<file path="config.mk">
export PLATFORM = sky130hd
export DESIGN_NAME = fetch_queue_flat
export DESIGN_NICKNAME = d
export VERILOG_FILES = /design/src/rtl/fetch_queue_if.sv /design/src/rtl/fetch_queue.sv /design/src/flat_wrapper.sv
export SDC_FILE = /design/constraint.sdc
export NUM_CORES = 1
export LEC_CHECK = 0
export BUFFER_PORTS_ARGS = -buffer_cell sky130_fd_sc_hd__buf_2
export CORE_AREA = 2 2 132 230
export CTS_CLUSTER_DIAMETER = 150
export CTS_CLUSTER_SIZE = 25
export DETAILED_ROUTE_END_ITERATION = 7
export DIE_AREA = 0 0 134 232
export GPL_ROUTABILITY_DRIVEN = 0
export HOLD_SLACK_MARGIN = 0.05
export PLACE_DENSITY_LB_ADDON = 0.25
export SLEW_MARGIN = 20
export SYNTH_ARGS = -nofsm -noshare
export SYNTH_HDL_FRONTEND = slang
export SYNTH_SLANG_ARGS = --single-unit
</file>
<file path="constraint.sdc">
create_clock -name clk -period 8 [get_ports clk]
set_input_delay 1.2 -clock clk [delete_from_list [all_inputs] [get_ports clk]]
set_output_delay 1.2 -clock clk [all_outputs]
set_load 0.005 [all_outputs]
</file>
<file path="src/rtl/fetch_queue_if.sv">
`default_nettype none
// ============================================================================
// Module   : fetch_queue_if
// Brief    : Memory fetch port and core-facing head port of the prefetch queue.
// Revision : 1.0
// ============================================================================
interface fetch_queue_if #(
  parameter int XLEN  = 32,
  parameter int DEPTH = 4
);
  localparam int CW = $clog2(DEPTH) + 1;

  logic            mem_req;
  logic [XLEN-1:0] mem_addr;
  logic            mem_ack;
  logic [XLEN-1:0] mem_rdata;
  logic            redirect;
  logic [XLEN-1:0] redirect_pc;
  logic            stall;
  logic [XLEN-1:0] inst;
  logic [XLEN-1:0] inst_pc;
  logic            inst_valid;
  logic [CW-1:0]   count;

  modport master (
    output mem_req, mem_addr, inst, inst_pc, inst_valid, count,
    input  mem_ack, mem_rdata, redirect, redirect_pc, stall
  );

  modport slave (
    input  mem_req, mem_addr, inst, inst_pc, inst_valid, count,
    output mem_ack, mem_rdata, redirect, redirect_pc, stall
  );
endinterface
`default_nettype wire

</file>
<file path="src/rtl/fetch_queue.sv">
`default_nettype none
// ============================================================================
// Module   : fetch_queue
// Brief    : Sequential instruction prefetch queue with single-outstanding
//            memory requests, PC tagging and redirect flush.
// Revision : 1.0
// ============================================================================
module fetch_queue #(
  parameter int              XLEN     = 32,
  parameter int              DEPTH    = 4,
  parameter logic [XLEN-1:0] RESET_PC = '0,
  parameter logic [XLEN-1:0] NOP      = 32'h00000013
) (
  input logic          clk,
  input logic          n_rst,
  fetch_queue_if.master bus
);
  localparam int              PW   = $clog2(DEPTH);
  localparam int              CW   = PW + 1;
  localparam logic [CW-1:0]   FULL = CW'(DEPTH);
  localparam logic [XLEN-1:0] STEP = XLEN'(4);

  typedef enum logic [1:0] {
    IDLE = 2'd0,
    REQ  = 2'd1,
    DROP = 2'd2
  } state_t;

  state_t          state_q, state_d;
  logic            mem_req_q, mem_req_d;
  logic [XLEN-1:0] mem_addr_q, mem_addr_d;
  logic [XLEN-1:0] fetch_pc_q, fetch_pc_d;
  logic [PW-1:0]   rd_ptr_q, rd_ptr_d;
  logic [PW-1:0]   wr_ptr_q, wr_ptr_d;
  logic [CW-1:0]   count_q, count_d;
  logic [CW-1:0]   count_next;
  logic            push;
  logic            pop;

  logic [XLEN-1:0] data_mem [DEPTH];
  logic [XLEN-1:0] pc_mem   [DEPTH];

  always_comb begin
    pop        = (count_q != '0) && !bus.stall;
    push       = (state_q == REQ) && bus.mem_ack && !bus.redirect;
    count_next = count_q + CW'(push) - CW'(pop);

    state_d    = state_q;
    mem_addr_d = mem_addr_q;
    fetch_pc_d = fetch_pc_q;
    rd_ptr_d   = rd_ptr_q + PW'(pop);
    wr_ptr_d   = wr_ptr_q + PW'(push);
    count_d    = count_next;

    if (bus.redirect) begin
      // Flush wins over any pop or ack; an unacked request must still be retired.
      rd_ptr_d   = '0;
      wr_ptr_d   = '0;
      count_d    = '0;
      fetch_pc_d = bus.redirect_pc;
      case (state_q)
        REQ:     state_d = bus.mem_ack ? IDLE : DROP;
        DROP:    state_d = bus.mem_ack ? IDLE : DROP;
        default: state_d = IDLE;
      endcase
    end else begin
      case (state_q)
        IDLE: begin
          if (count_next < FULL) begin
            state_d    = REQ;
            mem_addr_d = fetch_pc_q;
          end
        end
        REQ: begin
          if (bus.mem_ack) begin
            fetch_pc_d = fetch_pc_q + STEP;
            if (count_next < FULL) mem_addr_d = fetch_pc_q + STEP;
            else                   state_d    = IDLE;
          end
        end
        DROP: begin
          if (bus.mem_ack) state_d = IDLE;
        end
        default: state_d = IDLE;
      endcase
    end

    mem_req_d = (state_d != IDLE);
  end

  always_ff @(posedge clk or negedge n_rst) begin
    if (!n_rst) begin
      state_q    <= IDLE;
      mem_req_q  <= 1'b0;
      mem_addr_q <= RESET_PC;
      fetch_pc_q <= RESET_PC;
      rd_ptr_q   <= '0;
      wr_ptr_q   <= '0;
      count_q    <= '0;
    end else begin
      state_q    <= state_d;
      mem_req_q  <= mem_req_d;
      mem_addr_q <= mem_addr_d;
      fetch_pc_q <= fetch_pc_d;
      rd_ptr_q   <= rd_ptr_d;
      wr_ptr_q   <= wr_ptr_d;
      count_q    <= count_d;
    end
  end

  always_ff @(posedge clk) begin
    if (push) begin
      data_mem[wr_ptr_q] <= bus.mem_rdata;
      pc_mem[wr_ptr_q]   <= fetch_pc_q;
    end
  end

  assign bus.mem_req    = mem_req_q;
  assign bus.mem_addr   = mem_addr_q;
  assign bus.count      = count_q;
  assign bus.inst_valid = (count_q != '0);
  assign bus.inst       = (count_q != '0) ? data_mem[rd_ptr_q] : NOP;
  assign bus.inst_pc    = (count_q != '0) ? pc_mem[rd_ptr_q]   : '0;
endmodule
`default_nettype wire

</file>
<file path="src/flat_wrapper.sv">
// flat-port wrapper written by rule: the top's interface ports become plain ports
module fetch_queue_flat 
#(
  parameter int              XLEN     = 32,
  parameter int              DEPTH    = 4,
  parameter logic [XLEN-1:0] RESET_PC = '0,
  parameter logic [XLEN-1:0] NOP      = 32'h00000013
)
  (clk, n_rst, bus_mem_req, bus_mem_addr, bus_inst, bus_inst_pc, bus_inst_valid, bus_count, bus_mem_ack, bus_mem_rdata, bus_redirect, bus_redirect_pc, bus_stall);
  fetch_queue_if #(.XLEN(XLEN), .DEPTH(DEPTH)) bus_i ();
  input logic clk;
  input logic n_rst;
  output wire logic [$bits(bus_i.mem_req)-1:0] bus_mem_req;
  output wire logic [$bits(bus_i.mem_addr)-1:0] bus_mem_addr;
  output wire logic [$bits(bus_i.inst)-1:0] bus_inst;
  output wire logic [$bits(bus_i.inst_pc)-1:0] bus_inst_pc;
  output wire logic [$bits(bus_i.inst_valid)-1:0] bus_inst_valid;
  output wire logic [$bits(bus_i.count)-1:0] bus_count;
  input wire logic [$bits(bus_i.mem_ack)-1:0] bus_mem_ack;
  input wire logic [$bits(bus_i.mem_rdata)-1:0] bus_mem_rdata;
  input wire logic [$bits(bus_i.redirect)-1:0] bus_redirect;
  input wire logic [$bits(bus_i.redirect_pc)-1:0] bus_redirect_pc;
  input wire logic [$bits(bus_i.stall)-1:0] bus_stall;
  assign bus_mem_req = bus_i.mem_req;
  assign bus_mem_addr = bus_i.mem_addr;
  assign bus_inst = bus_i.inst;
  assign bus_inst_pc = bus_i.inst_pc;
  assign bus_inst_valid = bus_i.inst_valid;
  assign bus_count = bus_i.count;
  assign bus_i.mem_ack = bus_mem_ack;
  assign bus_i.mem_rdata = bus_mem_rdata;
  assign bus_i.redirect = bus_redirect;
  assign bus_i.redirect_pc = bus_redirect_pc;
  assign bus_i.stall = bus_stall;
  fetch_queue #(.XLEN(XLEN), .DEPTH(DEPTH), .RESET_PC(RESET_PC), .NOP(NOP)) u_core (.clk(clk), .n_rst(n_rst), .bus(bus_i));
endmodule
</file>
After elaboration in Yosys (flattened, before gate mapping). Memories as Yosys holds them, arrays and structs flattened. Index checks and enable logic that the tools add are counted.

Register bits after elaboration: 74. RAM bits: 256. Bits of input ports: 69. Output and inout bits: 101. Memories kept: 2.

Add/subtract/negate cells: 5. $lt $le $gt $ge: 1. Equal/unequal tests: 5. Muxes and demuxes: 22. Bitwise gates (word level): 1. Reductions and logical operators: 14.

Memory list: u_core.data_mem (depth 4, width 32, read ports 1, clocked after memory_dff 0, wr ports 1, RTL line fetch_queue.sv:40) `logic [XLEN-1:0] data_mem [DEPTH];`; u_core.pc_mem (depth 4, width 32, read ports 1, clocked after memory_dff 0, wr ports 1, RTL line fetch_queue.sv:41) `logic [XLEN-1:0] pc_mem [DEPTH];`.

Operator list (count): 32-bit 2-to-1 mux (8); 32-bit one-hot mux with 2 select lines (1); 32-bit by 3-bit adder with 32-bit output, second input constant (1); 2-bit 2-to-1 mux (9); 2-bit nonzero test (4); 2-bit one-hot mux with 3 select lines (1); 5-bit AND reduction (1); 2-bit by 1-bit adder with 2-bit output (2); 2-bit != test, second input constant (2); 3-bit by 1-bit adder with 3-bit output (1); 1-bit logical AND (3); 3-bit < comparator, second input constant (1); 3-bit 2-to-1 mux (1); 3-bit nonzero test (1); 3-bit by 1-bit subtractor with 3-bit output (1); 2-bit by 1-bit equality test with 1-bit output, second input constant (1); 2-bit equality test, second input constant (1); 1-bit logical NOT (2); 2-bit logical NOT (1); 1-bit 2-to-1 mux (2); 2-bit by 1-bit != test with 1-bit output, second input constant (1); 2-bit AND reduction (1); 2-bit OR reduction (1); 1-bit NOT (1).

Depth between registers and ports, before layout.
Word-level depth: 11. Mapped depth: 14. Mapped depth without buffers: 11.

Least setup slack after synthesis. No wires, ideal clock.

Kind: input to register. From: input bus_redirect. To: memory u_core.data_mem[2][0], enable pin. Arrival time: 8.293 ns. Data required time: 7.334 ns. Path slack: -0.959 ns. Cell stages on the path: 3. Path buffers: 2. Cell sequence: buf_1 -> clkbuf_1 -> nor4b_1.

Cells in the longest elaborated chain, start to end: 4.

Ends and longest elaborated chain: start: declaration (RTL line flat_wrapper.sv:21) `input wire logic [$bits(bus_i.redirect)-1:0] bus_redirect;`; 1-bit logical NOT (RTL line fetch_queue.sv:45) `push = (state_q == REQ) && bus.mem_ack && !bus.redirect;`; 1-bit logical AND (RTL line fetch_queue.sv:45); 1-bit 2-to-1 mux (RTL line fetch_queue.sv:112) `if (push) begin`; 1-bit 2-to-1 mux (implied by the code) (RTL line fetch_queue.sv:113) `data_mem[wr_ptr_q] <= bus.mem_rdata;`; end: declaration (RTL line fetch_queue.sv:40).

Every way passes these cells.

Worst setup path after layout.
From: register u_core.rd_ptr_q[0]. To: output bus_inst[4].

Cells in the longest elaborated chain, start to end: 2.

Ends and longest elaborated chain: start: declaration (RTL line fetch_queue.sv:33) `logic [PW-1:0] rd_ptr_q, rd_ptr_d;`; start signal: assignment (RTL line fetch_queue.sv:105) `rd_ptr_q <= rd_ptr_d;`; memory read 4 x 32 bit; 32-bit 2-to-1 mux (RTL line fetch_queue.sv:122) `assign bus.inst = (count_q != '0) ? data_mem[rd_ptr_q] : NOP;`; end: declaration (RTL line flat_wrapper.sv:15) `output wire logic [$bits(bus_i.inst)-1:0] bus_inst;`.

Every way passes these cells.

==> flow_metrics.tcl <==
set metrics [dict create \
    status "complete, no violations" \
    synth_top_area_frac 0.557 \
    r2r-end "u_core.bus.mem_addr[12]$_DFFE_PN0P_" \
    yosys.area.top_type "edfxtp_1" \
    grt_max_degree 65 \
    end_kind "output port" \
    p_total_mw 4.19 \
    clockBufferDepth 3 \
    gr-usage-all-layers 0.183 \
    synth_cell_types 43 \
    cp.arrival_ps 3080 \
    max_freq_mhz 234 \
    syn-num-nets 946 \
    detail_route.first_pass.iterations 5 \
    cts_tree "built" \
    clkTransAtPathRegs_ps 100 \
    synth_area_leaders "edfxtp_1 (56%), dfrtp_1 (13%), mux4_2 (10%)" \
    yosys_warnings 0 \
    hold_buffers 0 \
    critPathLaunchType "flip-flop" \
    synth_area_sq_um 13800 \
    wl_met1_um 11300 \
    final_antenna_net_count 0 \
    cts_resized 0 \
    maxCapViolations 0 \
    fillCellCount 2429 \
    core_sq_um 29200 \
    cp_max_fo 37 \
    synthFlopType "edfxtp_1" \
    setup_viol 0 \
    route.met3.wl_um 940 \
    slew_headroom 0.324 \
    p_per_area_nw_per_um2 271 \
    die_area_sq_um 31100 \
    vias_per_cell 5.57 \
    seq_area_frac_synth 0.692 \
    placedCellCount 1368 \
    cts_num_sinks 330 \
    cts_max_level 1 \
    final_nets 1084 \
    via_count 7775 \
    post-route-period-util 0.535 \
    r2r_slack_ps 3940 \
    antenna_cells 0 \
    wl_per_cell_um 20.1 \
    crit_end "bus_inst[4]" \
    die_x_um 134 \
    route.met2.wl_um 15200 \
    syn_avg_cell_area_sq_um 15.9 \
    drive_above_1_share 0.277 \
    postSynthCellCount 867 \
    drc 0 \
    placementRows 83 \
    synth_edf_count 256 \
    die_h_um 232 \
    start_util 0.473 \
    grt_pass1_vias 7786 \
    wl_um 28100 \
    finalHoldViolCount 0 \
    final-max-slew-violation-count 0 \
    areaGrowthSynthToFinish_pct 12.1 \
    ys_ff_latch 330 \
    clk_latency_ps 510 \
    grt_overflow 0 \
    finalClockSkew_ps 29.6 \
    p_leak_nw 5.39 \
    period_minus_slack_ps 4280 \
    dr.max_layer_used "met4" \
    dpl.hpwl_um 17600 \
    fin_area_sq_um 15500 \
    cts-buffers-inserted 17 \
    finalSetupTns_ps 0 \
    drt_iter0_drc 557 \
    portBuffers 169 \
    path_class "reg -> out" \
    min_path_type "reg -> reg" \
    rsz0062_at_grt "no" \
    clock-root-buffer "clkbuf_16" \
    grt_pass1_wl_um 43600 \
    ir_worst_vdd_mv 0.192 \
    placed_cell_area_sq_um 15000 \
    io_pins 170 \
    cts_setup_buffers 0 \
    antenna_found_initial 0 \
    cp.required_ps 6800 \
    worstSetupStartpoint "u_core.rd_ptr_q[0]$_DFF_PN0_" \
    reg2reg_depth 11 \
    tightest_slew_ps 1010 \
    final_cells 1397 \
    reg2reg_from "u_core.state_q[1]$_DFF_PN0_" \
    async_flop_share 0.224 \
]
==> flip-flops by register name, indices dropped and copies added, names as in the netlist <==
| name | flops |
|---|---|
| u_core.bus.mem_addr | 32 |
| u_core.data_mem | 128 |
| u_core.bus.count | 3 |
| u_core.rd_ptr_q | 2 |
| u_core.fetch_pc_q | 32 |
| u_core.pc_mem | 128 |
| u_core.state_q | 2 |
| u_core.wr_ptr_q | 2 |
| u_core.bus.mem_req | 1 |
==> how the worst min path moves through the flow <==
| stage | slack, ps | cells past startpoint | from | endpoint |
|---|---|---|---|---|
| floorplan | 470 | 2 | u_core.bus.mem_addr[0]$_DFFE_PN0P_ | u_core.bus.mem_addr[0]$_DFFE_PN0P_ |
| global placement | 460 | 2 | u_core.bus.mem_addr[10]$_DFFE_PN0P_ | u_core.bus.mem_addr[10]$_DFFE_PN0P_ |
| detailed placement | 470 | 2 | u_core.bus.mem_addr[4]$_DFFE_PN0P_ | u_core.bus.mem_addr[4]$_DFFE_PN0P_ |
| CTS | 490 | 2 | u_core.bus.mem_addr[10]$_DFFE_PN0P_ | u_core.bus.mem_addr[10]$_DFFE_PN0P_ |
| global route | 520 | 2 | u_core.bus.mem_addr[4]$_DFFE_PN0P_ | u_core.bus.mem_addr[4]$_DFFE_PN0P_ |
| finish | 480 | 2 | u_core.bus.mem_addr[10]$_DFFE_PN0P_ | u_core.bus.mem_addr[10]$_DFFE_PN0P_ |
==> cells in the final DEF, fill, tap and decap left out, types with 2 or more instances in the layout <==
| cell | instances |
|---|---|
| nor2b_1 | 5 |
| and2_1 | 63 |
| clkbuf_1 | 11 |
| nor4_1 | 9 |
| buf_2 | 168 |
| o31ai_1 | 14 |
| nor2_1 | 36 |
| inv_1 | 11 |
| or2_2 | 7 |
| mux4_2 | 64 |
| xor2_1 | 15 |
| clkbuf_16 | 17 |
| and4_1 | 5 |
| o21ai_0 | 40 |
| o311ai_0 | 8 |
| xnor2_1 | 13 |
| nand4_2 | 2 |
| nand4_1 | 17 |
| o211ai_1 | 2 |
| nor3_1 | 4 |
| mux2_2 | 2 |
| buf_4 | 10 |
| or3_1 | 13 |
| a31oi_1 | 22 |
| or4_1 | 19 |
| dfrtp_1 | 72 |
| edfxtp_1 | 256 |
| ha_1 | 9 |
| mux2i_1 | 3 |
| nand2_1 | 55 |
| nand3_1 | 24 |
==> metrics by stage <==
step           setup WS [ps]   util  hold WS [ps]
2_1_floorplan           2270      -           470
3_3_place_gp            3720  0.513           462
3_5_place_dp            3580  0.513           469
4_1_cts                 3560  0.530           489
5_1_grt                 3440  0.530           521
6_report                3720  0.530           480
==> routing by layer <==
layer,track usage,vias to the layer above
li1,-,3611
met1,0.227,3955
met2,0.341,179
met3,0.0153,30
met4,0.0515,0
met5,0,-
==> Yosys cell counts, drive strengths merged, types with 5 or more instances <==
master	number
nor2	37
buf	26
dfrtp	74
nor4	10
nor2b	5
nor3	5
nand3	24
clkbuf	33
edfxtp	256
ha	9
a31oi	22
or2	7
and4	5
xor2	15
or4	19
mux4	64
or3	14
xnor2	13
nand4	20
nand2	55
o31ai	14
o311ai	8
inv	12
o21ai	40
and2	63
==> area by class of cell <==
type | count | area (sq um) | share of cell area
clock inverters | 1 | 20.0 | 0.00130
multi-input cells | 466 | 3990 | 0.258
repair buffers | 178 | 916 | 0.0593
flip-flops and latches | 330 | 9540 | 0.617
inverters | 12 | 45.0 | 0.00291
clock buffers | 28 | 467 | 0.0302
well taps | 382 | 478 | 0.0309
==> worst max-delay path, stage by stage, from the launching register on <==
cell and delay [ps]:
dfrtp_4 830, buf_4 710, mux4_2 580, or2_2 290
buf_2 130
==> kinds of logic after synthesis <==
logic type	synth area share
adders and majority gates	0.00962
muxes	0.108
buffers and inverters	0.0224
DFF	0.692
and+or+nand+nor	0.109
AOI/OAI and AO/OA	0.0396
xor gates and xnor gates	0.0195
==> report_power, final <==
| group | switching (mW) | total, mW | internal (mW) |
|---|---|---|---|
| logic | 0.551 | 1.11 | 0.560 |
| clock network | 0.516 | 0.927 | 0.411 |
| registers | 0.161 | 2.15 | 1.99 |
Note: power is estimated with default switching activity, not from simulation.
